===== config.mk =====
export PLATFORM = sky130hd
export DESIGN_NAME = text_mem_arbiter
export DESIGN_NICKNAME = d
export VERILOG_FILES = /design/src/rtl/text_mem_pkg.sv /design/src/rtl/cpu_req_fifo.sv /design/src/rtl/text_mem_arbiter.sv
export SDC_FILE = /design/constraint.sdc
export NUM_CORES = 1
export LEC_CHECK = 0
export BUFFER_PORTS_ARGS = -buffer_cell sky130_fd_sc_hd__buf_2
export CAP_MARGIN = 5
export CORE_MARGIN = 3
export CORE_UTILIZATION = 56
export DETAILED_ROUTE_END_ITERATION = 8
export GPL_TIMING_DRIVEN = 0
export PLACE_DENSITY = 0.82
export RECOVER_POWER = 100
export SYNTH_ARGS = -nofsm -noshare
export SYNTH_HDL_FRONTEND = slang
export SYNTH_SLANG_ARGS = --single-unit

===== constraint.sdc =====
create_clock -name clk -period 6.6 [get_ports clk]
set_input_delay 0.33 -clock clk [delete_from_list [all_inputs] [get_ports clk]]
set_output_delay 0.33 -clock clk [all_outputs]
set_load 0.005 [all_outputs]

===== src/rtl/text_mem_pkg.sv =====
// Shared types and defaults for the text buffer RAM arbiter.
package text_mem_pkg;

    localparam int unsigned DEF_ADDR_WIDTH = 12;
    localparam int unsigned DEF_DATA_WIDTH = 8;
    localparam int unsigned DEF_MEM_DEPTH  = 2400;
    localparam int unsigned DEF_FIFO_DEPTH = 4;
    localparam logic [7:0]  DEF_CLEAR_CHAR = 8'h20;

    // Who owns the RAM read data returning next cycle
    typedef enum logic [1:0] {
        OWN_NONE = 2'd0,
        OWN_VGA  = 2'd1,
        OWN_CPU  = 2'd2
    } owner_e;

    // Clear engine state
    typedef enum logic {
        ST_IDLE  = 1'b0,
        ST_CLEAR = 1'b1
    } state_e;

endpackage


===== src/rtl/cpu_req_fifo.sv =====
// Small synchronous FIFO holding queued CPU requests {we, addr, wdata}.
module cpu_req_fifo #(
    parameter int unsigned WIDTH = 21,
    parameter int unsigned DEPTH = 4
) (
    input  logic             clk,
    input  logic             rst_n,
    input  logic             push,
    input  logic [WIDTH-1:0] din,
    input  logic             pop,
    output logic [WIDTH-1:0] dout,
    output logic             full,
    output logic             empty
);

    localparam int unsigned PW = (DEPTH > 1) ? $clog2(DEPTH) : 1;

    logic [WIDTH-1:0] store [DEPTH];
    logic [PW-1:0]    wr_ptr;
    logic [PW-1:0]    rd_ptr;
    logic [PW:0]      count;
    logic             do_push;
    logic             do_pop;

    // A full FIFO refuses pushes even when a pop happens the same cycle
    assign do_push = push && !full;
    assign do_pop  = pop && !empty;
    assign full    = (count == (PW+1)'(DEPTH));
    assign empty   = (count == '0);
    assign dout    = store[rd_ptr];

    // Pointer and occupancy tracking
    always_ff @(posedge clk) begin
        if (!rst_n) begin
            wr_ptr <= '0;
            rd_ptr <= '0;
            count  <= '0;
        end else begin
            if (do_push) wr_ptr <= wr_ptr + PW'(1);
            if (do_pop)  rd_ptr <= rd_ptr + PW'(1);
            case ({do_push, do_pop})
                2'b10:   count <= count + (PW+1)'(1);
                2'b01:   count <= count - (PW+1)'(1);
                default: count <= count;
            endcase
        end
    end

    // Entry storage, no reset needed
    always_ff @(posedge clk) begin
        if (do_push) store[wr_ptr] <= din;
    end

endmodule


===== src/rtl/text_mem_arbiter.sv =====
// Arbitrates the single-port text RAM between VGA scan-out, the clear engine
// and queued CPU requests, and steers read data back to its requester.
module text_mem_arbiter
    import text_mem_pkg::*;
#(
    parameter int unsigned          ADDR_WIDTH = DEF_ADDR_WIDTH,
    parameter int unsigned          DATA_WIDTH = DEF_DATA_WIDTH,
    parameter int unsigned          MEM_DEPTH  = DEF_MEM_DEPTH,
    parameter int unsigned          FIFO_DEPTH = DEF_FIFO_DEPTH,
    parameter logic [DATA_WIDTH-1:0] CLEAR_CHAR = DEF_CLEAR_CHAR
) (
    input  logic                  clk,
    input  logic                  rst_n,
    input  logic                  vga_req,
    input  logic [ADDR_WIDTH-1:0] vga_addr,
    output logic [DATA_WIDTH-1:0] vga_data,
    output logic                  vga_data_valid,
    input  logic                  cpu_req_valid,
    output logic                  cpu_req_ready,
    input  logic                  cpu_we,
    input  logic [ADDR_WIDTH-1:0] cpu_addr,
    input  logic [DATA_WIDTH-1:0] cpu_wdata,
    output logic                  cpu_rsp_valid,
    output logic [DATA_WIDTH-1:0] cpu_rdata,
    input  logic                  clear_start,
    output logic                  clear_busy,
    output logic                  mem_en,
    output logic                  mem_we,
    output logic [ADDR_WIDTH-1:0] mem_addr,
    output logic [DATA_WIDTH-1:0] mem_din,
    input  logic [DATA_WIDTH-1:0] mem_dout
);

    localparam int unsigned         REQ_W     = 1 + ADDR_WIDTH + DATA_WIDTH;
    localparam logic [ADDR_WIDTH-1:0] LAST_ADDR = ADDR_WIDTH'(MEM_DEPTH - 1);

    state_e                state;
    owner_e                owner;
    logic [ADDR_WIDTH-1:0] clear_cnt;

    logic                  fifo_full;
    logic                  fifo_empty;
    logic [REQ_W-1:0]      head;
    logic                  head_we;
    logic [ADDR_WIDTH-1:0] head_addr;
    logic [DATA_WIDTH-1:0] head_wdata;

    logic                  vga_win;
    logic                  clr_win;
    logic                  cpu_win;

    assign {head_we, head_addr, head_wdata} = head;

    // Grant priority: VGA, then clear engine, then FIFO head (only when idle)
    assign vga_win = rst_n && vga_req;
    assign clr_win = rst_n && !vga_req && (state == ST_CLEAR);
    assign cpu_win = rst_n && !vga_req && (state == ST_IDLE) && !fifo_empty;

    assign cpu_req_ready  = !fifo_full;
    assign vga_data       = mem_dout;
    assign cpu_rdata      = mem_dout;
    assign vga_data_valid = (owner == OWN_VGA);
    assign cpu_rsp_valid  = (owner == OWN_CPU);

    cpu_req_fifo #(
        .WIDTH (REQ_W),
        .DEPTH (FIFO_DEPTH)
    ) u_fifo (
        .clk   (clk),
        .rst_n (rst_n),
        .push  (cpu_req_valid),
        .din   ({cpu_we, cpu_addr, cpu_wdata}),
        .pop   (cpu_win),
        .dout  (head),
        .full  (fifo_full),
        .empty (fifo_empty)
    );

    // RAM pin mux driven from the winning requester
    always_comb begin
        mem_en   = 1'b0;
        mem_we   = 1'b0;
        mem_addr = '0;
        mem_din  = '0;
        if (vga_win) begin
            mem_en   = 1'b1;
            mem_addr = vga_addr;
        end else if (clr_win) begin
            mem_en   = 1'b1;
            mem_we   = 1'b1;
            mem_addr = clear_cnt;
            mem_din  = CLEAR_CHAR;
        end else if (cpu_win) begin
            mem_en   = 1'b1;
            mem_we   = head_we;
            mem_addr = head_addr;
            mem_din  = head_wdata;
        end
    end

    // Clear engine FSM and read-owner tag for next-cycle data steering
    always_ff @(posedge clk) begin
        if (!rst_n) begin
            state      <= ST_IDLE;
            clear_cnt  <= '0;
            clear_busy <= 1'b0;
            owner      <= OWN_NONE;
        end else begin
            if (vga_win)                  owner <= OWN_VGA;
            else if (cpu_win && !head_we) owner <= OWN_CPU;
            else                          owner <= OWN_NONE;

            case (state)
                ST_IDLE: begin
                    if (clear_start) begin
                        state      <= ST_CLEAR;
                        clear_cnt  <= '0;
                        clear_busy <= 1'b1;
                    end
                end
                ST_CLEAR: begin
                    if (clr_win) begin
                        if (clear_cnt == LAST_ADDR) begin
                            state      <= ST_IDLE;
                            clear_cnt  <= '0;
                            clear_busy <= 1'b0;
                        end else begin
                            clear_cnt <= clear_cnt + ADDR_WIDTH'(1);
                        end
                    end
                end
                default: state <= ST_IDLE;
            endcase
        end
    end

endmodule


# ---- Yosys cells after proc, flatten, opt, wreduce, memory -nomap -nowiden
# Memory sizes are Yosys's and may differ from the RTL's. A register that Yosys moved wholly into a read port is not among the register bits.
# Cells that the tools add are included.
dict set report classes {
  eq_ne 9
  reduce_logical 17
  bitwise 2
  add_sub_neg 5
  n_mux 31
}
# cell n
set ops {}
lappend ops {{2-to-1 mux 12 bit} 6}
lappend ops {{2-to-1 mux 8 bit} 3}
lappend ops {{case mux 12 bit (2 select lines)} 1}
lappend ops {{2-to-1 mux 1 bit} 15}
lappend ops {{adder 12 x 1 -> 12 bit (second input constant)} 1}
lappend ops {{equality test 12 bit (second input constant)} 1}
lappend ops {{logical AND 1 bit} 8}
lappend ops {{2-to-1 mux 2 bit} 3}
lappend ops {{case mux 3 bit (2 select lines)} 1}
lappend ops {{adder 2 x 1 -> 2 bit (second input constant)} 2}
lappend ops {{equality test 2 x 1 -> 1 bit (second input constant)} 2}
lappend ops {{equality test 2 bit (second input constant)} 2}
lappend ops {{zero test 1 bit} 4}
lappend ops {{inequality test 2 x 1 -> 1 bit (second input constant)} 2}
lappend ops {{case mux 1 bit (2 select lines)} 2}
lappend ops {{adder 3 x 1 -> 3 bit (second input constant)} 1}
lappend ops {{equality test 3 bit (second input constant)} 1}
lappend ops {{zero test 3 bit} 1}
lappend ops {{AND reduction 3 bit} 1}
lappend ops {{subtractor 3 x 1 -> 3 bit (second input constant)} 1}
lappend ops {{inequality test 2 bit (second input constant)} 1}
lappend ops {{NOT 1 bit} 2}
lappend ops {{AND reduction 2 bit} 1}
lappend ops {{nonzero test 2 bit} 1}
lappend ops {{OR reduction 2 bit} 1}
dict set report word_totals {
  n_memories 1
  ramBits 84
  out_inout_bits 42
  ff_bits 23
}
# name words word_bits rd rd_clocked_by_memory_dff wr line
set mem_list {}
lappend mem_list {u_fifo.store 4 21 1 1 1 cpu_req_fifo.sv:18} ;# logic [WIDTH-1:0] store [DEPTH];

# ---- Longest topological paths before layout
dict set report logic_depth {
  ltp_word 7
  mapped_depth 10
  ltp_nobuf 9
}

# ---- Hierarchy
# From an unflattened synthesis, not the netlist that was laid out.
dict set report unflattened {
  hier_cells 309
  hier_area_um2 4703.3
}
# module cells_per_inst n_inst area_each_um2
set by_module_without_submodules {}
lappend by_module_without_submodules {cpu_req_fifo 163 1 3522.1}
lappend by_module_without_submodules {text_mem_arbiter 146 1 1181.1}

# ---- Least setup slack after synthesis
# OpenSTA, ideal clock, no wires.
dict set report synth_timing {
  path_type {reg2reg}
  startpoint {reg state}
  endpoint {reg u_fifo.count[2]}
  path_stages_with_launch 11
  period_less_slack_ns 2.330
  arrival_ns 2.255
  slack_ns 4.270
  path_cell_list {dfxtp_1 > buf_2 > nand2b_1 > nor3_2 > buf_2 > ha_1 > inv_1 > fa_1 > xor2_1 > or3_1 > a21boi_0}
}
dict set report synth_via {
  elab_chain_len 6
  elab_cells_between_ends 8
  classes_between {eq/ne: 2; mux: 1; bitwise: 1; reduce/logical: 4}
}
# element line
set synth_lines {}
lappend synth_lines {{start, declared} text_mem_arbiter.sv:37} ;# state_e state;
lappend synth_lines {{start signal, assigned} text_mem_arbiter.sv:104} ;# state <= ST_IDLE;
lappend synth_lines {{start signal, assigned} text_mem_arbiter.sv:116} ;# state <= ST_CLEAR;
lappend synth_lines {{start signal, assigned} text_mem_arbiter.sv:124} ;# state <= ST_IDLE;
lappend synth_lines {{NOT 1 bit *} n/a}
lappend synth_lines {{logical AND 1 bit * (2 in a row)} text_mem_arbiter.sv:57} ;# assign cpu_win = rst_n && !vga_req && (state == ST_IDLE) && !fifo_empty;
lappend synth_lines {{logical AND 1 bit *} cpu_req_fifo.sv:27} ;# assign do_pop = pop && !empty;
lappend synth_lines {{net u_fifo.do_pop} cpu_req_fifo.sv:23} ;# logic do_pop;
lappend synth_lines {{equality test 2 x 1 -> 1 bit or equality test 2 bit (tied branches)} cpu_req_fifo.sv:41} ;# case ({do_push, do_pop})
lappend synth_lines {{case mux 3 bit (2 select lines) or nonzero test 2 bit (tied branches)} n/a}
lappend synth_lines {{end signal, assigned} cpu_req_fifo.sv:42} ;# 2'b10: count <= count + (PW+1)'(1);
lappend synth_lines {{end signal, assigned} cpu_req_fifo.sv:43} ;# 2'b01: count <= count - (PW+1)'(1);
lappend synth_lines {{end signal, assigned} cpu_req_fifo.sv:44} ;# default: count <= count;
lappend synth_lines {{end, declared} cpu_req_fifo.sv:21} ;# logic [PW:0] count;
# The timed path passes the listed nets; every way through them passes the cells marked *.
# A chain may end at the register's enable or synchronous reset.

# ---- Worst setup path after layout
# Same ends and word-level chain as after synthesis.

==> metrics.md <==
| Metric | Value |
|---|---|
| Vias in the first global route | `2891` |
| Max-slew headroom | `0.164` |
| Drt total wl | `8940 µm` |
| GRT overflow | `0` |
| Clock period minus worst slack | `3.23 ns` |
| Reg-to-reg critical path endpoint | `u_fifo.count[2]` |
| Post-Syn Area | `between 4000 and 5000 µm²` |
| Largest net degree at the start of global routing | `22` |
| FP Rows | `32` |
| Final Power | `about 1.4 mW` |
| H-tree depth | `3` |
| Power Dens Cells | `257 nW/µm²` |
| Diodes inserted | `0` |
| Routability congestion estimate from global placement | `0.829` |
| Most frequent CP cell | `clkbuf_1` |
| DRT antenna net count | `0` |
| Cell depth of the worst setup path | `10` |
| CTS Sinks | `109` |
| Hold Violations, Final | `0` |
| CTS Buf Count | `9` |
| Commonest cells after routing, fill and taps aside | `edfxtp_1 (84), buf_2 (50), clkbuf_1 (38), dfxtp_1 (25), inv_1 (22)` |
| Setup crit end kind | `flop` |
| Final HPWL DP | `6060 µm` |
| Syn_area_per_cell | `15.4 µm²` |
| Die footprint | `between 9000 and 10000 µm²` |
| Final nets | `449` |
| Top FF cell, synth | `edfxtp_1` |
| Synth Register Bits | `109` |
| Unrepaired setup endpoints after global routing | `false` |
| Crit start category | `flop` |
| Worst setup path start | `state` |
| Syn_nets | `360` |
| Worst r2r path cells | `10` |
| Area after DPL | `5250 µm²` |
| GRT Util Overall | `0.195` |
| Cells after synthesis | `307` |
| Fraction of registers with async set/reset | `0` |
| Critical path class | `flop to flop` |
| CP required | `6.88 ns` |
| Worst r2r src | `state` |
| Leading cell type in the layout, fill and taps excluded | `edfxtp_1` |
| Initial Utilization | `0.593` |
| DRC viols | `0` |
| Fraction of layout cells with a size suffix above 1 | `0.284` |
| Max-cap viol count | `0` |
| Register area share after synthesis | `0.639` |
| Slew @ Worst Pin | `1.24 ns` |
| Fin area | `~5400 µm²` |
| Crit-path cells | `clkbuf_1, nand2b_1, nor3_1, clkbuf_1, ha_1, inv_1, fa_1, xor2_1, or3_1, a21boi_0` |
| CORE AREA | `7970 µm²` |
| Resized Gates After CTS | `0` |
| Highest clock rate | `310 MHz` |
| CTS tree | `yes` |
| Min-Delay Path Depth | `1` |
| IO buf count | `a little under 80` |
| DRT Pass-1 Iters | `5` |
| Pleak | `1.98 nW` |
| Die width | `97.9 µm` |
| CTS Root Cell | `clkbuf_8` |
| DR WL/cell | `17.8 µm` |
| Setup tns final | `0 ns` |
| CP Data Arrival Time | `3.51 ns` |
| Worst-path clk slew | `about 0.10 ns` |
| Crit share post-route | `0.489` |
| Clk Latency, worst-skew pair | `about 0.35 ns` |
| Setup Buffers After CTS | `0` |
| Die Ht | `97.9 µm` |
| Via count | `2910` |
| Synth Warn # | `0` |
| WP buf/inv | `3` |
| Maximum VDD drop | `254 µV` |
| Global-route wire length before repair | `14700 µm` |
| Crit path to | `u_fifo.count[2]` |
| R2R setup slack | `3.37 ns` |
| Via-to-Cell Ratio | `5.79` |
| Worst path top cell family by delay | `simple AND/OR/NAND/NOR gates` |
| Post-synth cell types | `52` |
| Worst Skew | `0.00799 ns` |
| Worst path max stage delay | `0.64 ns` |
| Crit path max fanout | `10` |
| Hold_buf cts | `0` |
| Top-Level Pins | `88` |
| Initial antenna violation count | `0` |
| Worst path slowest cell | `nor3_1` |
| EDFF count, synth | `between 80 and 90` |
| Fin. max-slew vios | `0` |
| Area Growth Syn to Fin | `14.6%` |
| Clock Tree Buf Depth | `2` |
| Number of DRC markers in iteration 0 | `253` |
| Status | `finished, final reports clean` |
| Hold Path Class | `primary input to flop` |
| Finish-stage setup viols | `0` |
## routing by layer
| metal | vias up | part of all wire | GRT usage |
|---|---|---|---|
| met3 | 15 | 0.078 | 0.0393 |
| li1 | 1334 | - | - |
| met5 | - | 0 | 0 |
| met1 | 1420 | 0.39 | 0.260 |
| met4 | 0 | 0.020 | 0.0745 |
| met2 | 141 | 0.51 | 0.318 |
## per-stage QoR
stage | worst slack (ns) | cells | utilization | hold slack (ns)
after floorplan | 4.27 | 307 | - | 0.407
after global placement | 3.94 | 487 | 0.658 | 0.442
after detailed placement | 3.86 | 487 | 0.658 | 0.455
after CTS | 3.83 | 503 | 0.689 | 0.173
after global routing | 3.10 | 503 | 0.680 | 0.227
final | 3.37 | 503 | 0.680 | 0.220
## state kept, by name, summed over array words and instances, names as in the netlist, named ones only
signal,count
clear_busy,1
clear_cnt,12
owner,2
state,1
u_fifo.count,3
u_fifo.rd_ptr,2
u_fifo.store,84
u_fifo.wr_ptr,2
## cells in the mapped netlist (all sizes together), types with 2 or more instances
| library cell | number | share of area |
|---|---|---|
| nand3 | 5 | 0.0053 |
| buf | 25 | 0.038 |
| nor2 | 9 | 0.0077 |
| xor2 | 5 | 0.0093 |
| nor3 | 2 | 0.0032 |
| xnor2 | 8 | 0.015 |
| edfxtp | 84 | 0.53 |
| nand2b | 2 | 0.0042 |
| a21oi | 3 | 0.0032 |
| inv | 22 | 0.017 |
| mux4 | 21 | 0.10 |
| or3 | 2 | 0.0026 |
| a222oi | 12 | 0.025 |
| nand2 | 10 | 0.0079 |
| ha | 6 | 0.016 |
| nor2b | 5 | 0.0066 |
| clkbuf | 5 | 0.0040 |
| nand4 | 3 | 0.0053 |
| and2 | 14 | 0.019 |
| a21boi | 2 | 0.0032 |
| o21ai | 7 | 0.0082 |
| and3 | 5 | 0.0066 |
| a2111oi | 3 | 0.0095 |
| dfxtp | 25 | 0.11 |
| and3b | 2 | 0.0037 |
| a31oi | 3 | 0.0040 |
## layout make-up
class / instances / area (µm²)
sequential: 109 / 3020
inverter: 23 / 86.3
clock buffer: 9 / 124
timing repair buffer: 78 / 354
buffer: 30 / 191
clock inverter: 7 / 119
fill: 591 / 2550
tap: 102 / 128
multi-input combinational: 145 / 1390
## cells by family after synthesis
group	share of synthesized area
DFF	0.639
and+or+nand+nor	0.0895
buffers and inverters	0.0598
AOI/OAI and AO/OA	0.0649
muxes	0.102
xor gates and xnor gates	0.0241
adders and majority gates	0.0201
## power by group
| group | internal [mW] | total [mW] | leakage [nW] | switching [mW] |
|---|---|---|---|---|
| clock | 0.224 | 0.455 | 0.120 | 0.231 |
| combinational | 0.0689 | 0.149 | 0.886 | 0.0797 |
| sequential | 0.777 | 0.790 | 0.974 | 0.0128 |
## worst min-delay path by stage
stage | start | endpoint
floorplan | vga_req | owner[1]
global placement | clear_busy | clear_busy
detailed placement | clear_busy | clear_busy
CTS | cpu_addr[3] | u_fifo.store[0][11]
global route | vga_req | owner[1]
finish | cpu_addr[3] | u_fifo.store[1][11]
(Power assumes the default switching activity.)
